## config.mk

```make
export PLATFORM = sky130hd
export DESIGN_NAME = contador_vecinos
export DESIGN_NICKNAME = d
export VERILOG_FILES = /design/src/rtl/contador_vecinos.sv
export SDC_FILE = /design/constraint.sdc
export NUM_CORES = 2
export LEC_CHECK = 0
export BUFFER_PORTS_ARGS = -buffer_cell sky130_fd_sc_hd__buf_2
export CAP_MARGIN = 20
export CORE_AREA = 2 2 460 462
export DETAILED_ROUTE_END_ITERATION = 16
export DIE_AREA = 0 0 462 464
export HOLD_SLACK_MARGIN = 0.08
export PLACE_DENSITY = 0.48
export SETUP_SLACK_MARGIN = 0.02
export SLEW_MARGIN = 20
export SYNTH_ARGS = -nofsm -noshare
export SYNTH_HDL_FRONTEND = slang
export SYNTH_SLANG_ARGS = --single-unit
```

## constraint.sdc

```tcl
create_clock -name clk -period 8.2 [get_ports clk]
set_clock_uncertainty 0.05 [all_clocks]
set_input_delay 0.41 -clock clk [delete_from_list [all_inputs] [get_ports clk]]
set_output_delay 0.41 -clock clk [all_outputs]
set_load 0.01 [all_outputs]
```

## src/rtl/contador_vecinos.sv

```systemverilog
// Neighbour-bomb counter for the minesweeper board: snapshots the placed board and
// sweeps it one cell per clock, writing each cell's neighbour count and tallying bombs.
module contador_vecinos #(
    parameter int FILAS       = 8,
    parameter int COLUMNAS    = 8,
    parameter int ANCHO_CELDA = 9,
    parameter int BIT_BOMBA   = 2
) (
    input  logic                                            clk,
    input  logic                                            rst,
    input  logic                                            start,
    input  logic [FILAS-1:0][COLUMNAS-1:0][ANCHO_CELDA-1:0] matriz_entrada,
    output logic [FILAS-1:0][COLUMNAS-1:0][ANCHO_CELDA-1:0] matriz_salida,
    output logic [6:0]                                      bombas_contadas,
    output logic                                            busy,
    output logic                                            done,
    output logic [1:0]                                      estado
);

    localparam int CELDAS      = FILAS * COLUMNAS;
    localparam int IW          = $clog2(CELDAS);
    localparam int FW          = $clog2(FILAS);
    localparam int CW          = $clog2(COLUMNAS);
    localparam int CUENTA_LSB  = 3;

    typedef enum logic [1:0] {IDLE, CARGA, BARRIDO, FIN} estado_t;

    estado_t estado_q, estado_d;

    logic [FILAS-1:0][COLUMNAS-1:0][ANCHO_CELDA-1:0] snapshot;
    logic [IW-1:0]          idx;
    int                     fila, columna, r, c;
    logic [FW-1:0]          fila_sel;
    logic [CW-1:0]          col_sel;
    logic [3:0]             cuenta;
    logic                   bomba_celda;
    logic [ANCHO_CELDA-1:0] celda_nueva;

    always_ff @(posedge clk or negedge rst) begin
        if (!rst) estado_q <= IDLE;
        else      estado_q <= estado_d;
    end

    always_comb begin
        estado_d = estado_q;
        case (estado_q)
            IDLE:    if (start) estado_d = CARGA;
            CARGA:   estado_d = BARRIDO;
            BARRIDO: if (idx == IW'(CELDAS - 1)) estado_d = FIN;
            FIN:     estado_d = IDLE;
            default: estado_d = IDLE;
        endcase
    end

    assign busy   = (estado_q == CARGA) || (estado_q == BARRIDO);
    assign estado = estado_q;

    // Neighbour sum over the 3x3 window; off-board positions simply contribute nothing.
    always_comb begin
        fila     = int'(idx) / COLUMNAS;
        columna  = int'(idx) % COLUMNAS;
        fila_sel = FW'(fila);
        col_sel  = CW'(columna);
        cuenta   = '0;
        r        = 0;
        c        = 0;
        for (int dr = -1; dr <= 1; dr++) begin
            for (int dc = -1; dc <= 1; dc++) begin
                r = fila + dr;
                c = columna + dc;
                if (!(dr == 0 && dc == 0) && r >= 0 && r < FILAS && c >= 0 && c < COLUMNAS)
                    cuenta = cuenta + 4'(snapshot[FW'(r)][CW'(c)][BIT_BOMBA]);
            end
        end
        bomba_celda = snapshot[fila_sel][col_sel][BIT_BOMBA];
        celda_nueva = snapshot[fila_sel][col_sel];
        celda_nueva[CUENTA_LSB +: 4] = bomba_celda ? 4'd0 : cuenta;
    end

    always_ff @(posedge clk or negedge rst) begin
        if (!rst) begin
            snapshot        <= '0;
            matriz_salida   <= '0;
            bombas_contadas <= '0;
            idx             <= '0;
            done            <= 1'b0;
        end else begin
            done <= (estado_q == FIN);
            case (estado_q)
                CARGA: begin
                    snapshot        <= matriz_entrada;
                    bombas_contadas <= '0;
                    idx             <= '0;
                end
                BARRIDO: begin
                    matriz_salida[fila_sel][col_sel] <= celda_nueva;
                    bombas_contadas <= bombas_contadas + 7'(bomba_celda);
                    idx             <= idx + IW'(1);
                end
                default: ;
            endcase
        end
    end

endmodule

```

==> metrics.md <==
| Metric | Value |
|---|---|
| PD cells | `184 nW/µm²` |
| Vias in the first global route | `30200` |
| Pre-CTS setup slack | `0.0583 ns` |
| Die height | `464 µm` |
| Initial DRC count | `1980` |
| Synth Cell Area | `37200 µm²` |
| Hold Vio Cnt, Final | `0` |
| Worst path max stage delay | `0.49 ns` |
| Initial antenna violation count | `43` |
| Drt drc | `0` |
| Max_cap viols | `0` |
| CP startpoint kind | `register` |
| Largest delay share family, worst path | `multiplexers` |
| Netlist cell types | `69` |
| Setup ws final | `0.422 ns` |
| DP HPWL | `111 mm` |
| Rows | `168` |
| WHS | `0.192 ns` |
| CP Max Fanout | `54` |
| Most frequent cells in the layout | `dfrtp_1, buf_2, nand2_1` |
| Io pins | `1166` |
| GRT Overall Usage | `14.3%` |
| Starting Density | `17.8%` |
| TritonCTS clock tree | `yes` |
| Internal | `7.42 mW` |
| FF+latch count, synth | `912` |
| EDFF count, synth | `0` |
| CTS Sinks | `912` |
| Ys async rst share | `100%` |
| Crit path buf inv count | `4` |
| Fillers | `22400` |
| Comb power frac | `3.2%` |
| Critical path class | `register to register` |
| Arr. time, crit path | `8.32 ns` |
| RSZ-0062 raised after global routing | `no` |
| GPL Wtd Cong | `0.813` |
| Wire per inst | `21.6 µm` |
| Clock Tree Buf Depth | `3` |
| Area of the multi-input gates | `13500 µm²` |
| Period utilization | `94.8%` |
| Sequential share of power | `46.8%` |
| Syn Nets | `3832` |
| Synth Area per Inst | `11.5 µm²` |
| DRT Wirelength | `158 mm` |
| Worst Tran Pin Value | `1.25 ns` |
| Final setup fails | `0` |
| Die area | `214000 µm²` |
| Slew HR | `16.7%` |
| Root buf cell | `clkbuf_16` |
| Hold WC Path Type | `input pin to async pin` |
| Clock power frac | `49.9%` |
| Status | `finished, final reports clean` |
| Synth warn | `0` |
| Synth Flop Type | `dfrtp_1` |
| Vias after detailed routing | `29500` |
| Vias/cell | `4.02` |
| Total gr overflow | `0` |
| Final core occ | `25.0%` |
| Routed Antenna Nets | `0` |
| Total core area | `209000 µm²` |
| DP Cell Count | `6802` |
| Synth Instances | `3227` |
| Final slew viol count | `0` |
| CP Capture Type | `register` |
| Global-route wire length before repair | `223 mm` |
| Ratio of cells with drive above 1 in the final layout | `35.0%` |
| Clock buffer count from CTS | `105` |
| Switching portion of total power | `22.8%` |
| Nets | `5041` |
| Largest net degree at the start of global routing | `168` |
| IO buf count | `909` |
| Seq/Total Area, Yosys | `61.3%` |
| NetSw | `2.19 mW` |
| FF+latch area | `22800 µm²` |
| Clock slew at reported path FFs | `0.06 ns` |
| Worst Path Required | `8.74 ns` |
| Fin cells | `7354` |
| Leak | `25.3 nW` |
| Peak supply drop | `0.000160 V` |
| Pre-antenna DRT Iters | `6` |
| H-tree depth | `3` |
| DIE WIDTH | `462 µm` |
| Critical path's slowest cell | `mux4_2` |
| Setup TNS | `0 ns` |
| Cell mode on critical path | `ha_1` |
| Layout Area Growth over Synthesis | `40.3%` |
| Peak Freq | `129 MHz` |
| Most common cell after layout, fill and taps aside | `dfrtp_1` |
| Clk_lat worst skew | `0.77 ns` |
| Minimum clock period | `7.78 ns` |
[flip-flops by register name, summed over array words and instances (netlist names)]
register and cells:
done 1, bombas_contadas 7, estado 2, idx 6, snapshot 320, matriz_salida 576
[worst reg2reg max path, delay by kind of cell, from the launching register on]
kind            cells  cell delay [ns]
compound gates      5             0.73
xor+xnor            2             0.53
fa+ha+maj           7             1.75
buf+inv             4             0.89
flops               1             0.43
mux                 7             2.26
simple gates        7             0.97
[cells by family after synthesis]
group	Yosys count	synth area share, %
AO/OA/AOI/OAI	803	12.1
XOR/XNOR	12	0.323
adder cells (fa/ha/maj)	26	0.874
buffers and inverters	239	2.89
flip-flops	912	61.3
multiplexers	412	13.4
AND/OR/NAND/NOR	823	9.05
[power by group through the flow]
stage               Sequential, mW  Clock [mW]  Combinational (mW)
floorplan                     4.58           0             0.00136
finish                        4.50        4.80               0.310
global placement              4.58           0               0.178
detailed placement            4.58           0               0.182
global route                  4.50        5.11               0.343
CTS                           4.50        4.93               0.315
[path summary, 6_finish.rpt]
kind	cells after the start	end	slack, ns	from
worst max-delay path	32	matriz_salida[447]$_DFFE_PN0P_	0.42	idx[3]$_DFFE_PN0P_
worst min-delay path	2	matriz_salida[267]$_DFFE_PN0P_	0.19	rst
worst max register to register	32	matriz_salida[447]$_DFFE_PN0P_	0.42	idx[3]$_DFFE_PN0P_
worst min register to register	2	matriz_salida[89]$_DFFE_PN0P_	0.42	matriz_salida[89]$_DFFE_PN0P_
max in group asynchronous	4	matriz_salida[33]$_DFFE_PN0P_	5.64	rst
min in group clk	3	snapshot[43]$_DFFE_PN0N_	0.36	matriz_entrada[43]
[layout make-up]
| type | instances | area share [%] |
|---|---|---|
| Antenna cell | 29 | 0.139 |
| Clock buffer | 151 | 5.79 |
| Clock inverter | 40 | 0.904 |
| Inverter | 15 | 0.108 |
| Multi-Input combinational cell | 2076 | 25.8 |
| Sequential cell | 912 | 43.7 |
| Tap cell | 2805 | 6.72 |
| Timing Repair Buffer | 1326 | 16.8 |
[synthesized netlist by cell type, drive strengths merged (4+ instances only)]
cell type / instances / area (µm²)
dfrtp: 912 / 22800
mux2: 344 / 3930
nand2: 691 / 2600
and2: 11 / 68.8
nor3: 15 / 103
nand2b: 5 / 31.3
xnor2: 4 / 35.0
nor2: 36 / 143
a222oi: 4 / 40.0
a31oi: 11 / 68.8
nand3: 16 / 80.1
a221oi: 15 / 131
inv: 13 / 48.8
a21oi: 27 / 135
a22o: 13 / 114
buf: 45 / 343
ha: 26 / 325
mux2i: 38 / 380
and3: 13 / 86.3
mux4: 30 / 679
a221o: 6 / 60.1
nand4: 17 / 106
a22oi: 89 / 668
xor2: 7 / 61.3
nor2b: 7 / 43.8
nor4: 4 / 52.6
or3: 4 / 25.0
o21ai: 606 / 3030
clkbuf: 179 / 678
[timing repair]
action                     4_1_cts  5_1_grt
setup endpoints to repair       14      127
hold buffers                   323        0
resized for setup                1       13
setup buffers                    1        5
cloned                           1        2
pin swaps                        0        8
hold endpoints to repair       385        0
[per-stage QoR]
stage | total power, mW | area [µm²]
finish | 9.61 | 52200
global route | 9.95 | 52200
CTS | 9.75 | 52000
detailed placement | 4.76 | 45200
global placement | 4.76 | 45200
floorplan | 4.59 | 37200
[metal layers]
layer	share of wire [%]	vias to the layer above	GRT usage (%)	wire, µm
met5	0.038	-	0	60
met4	3.1	8	5.02	4930
met3	6.9	206	3.32	11000
met2	49	1062	24.8	77500
met1	41	14500	17.3	65000
li1	-	13700	-	-
Note: power is estimated with default switching activity, not from simulation.
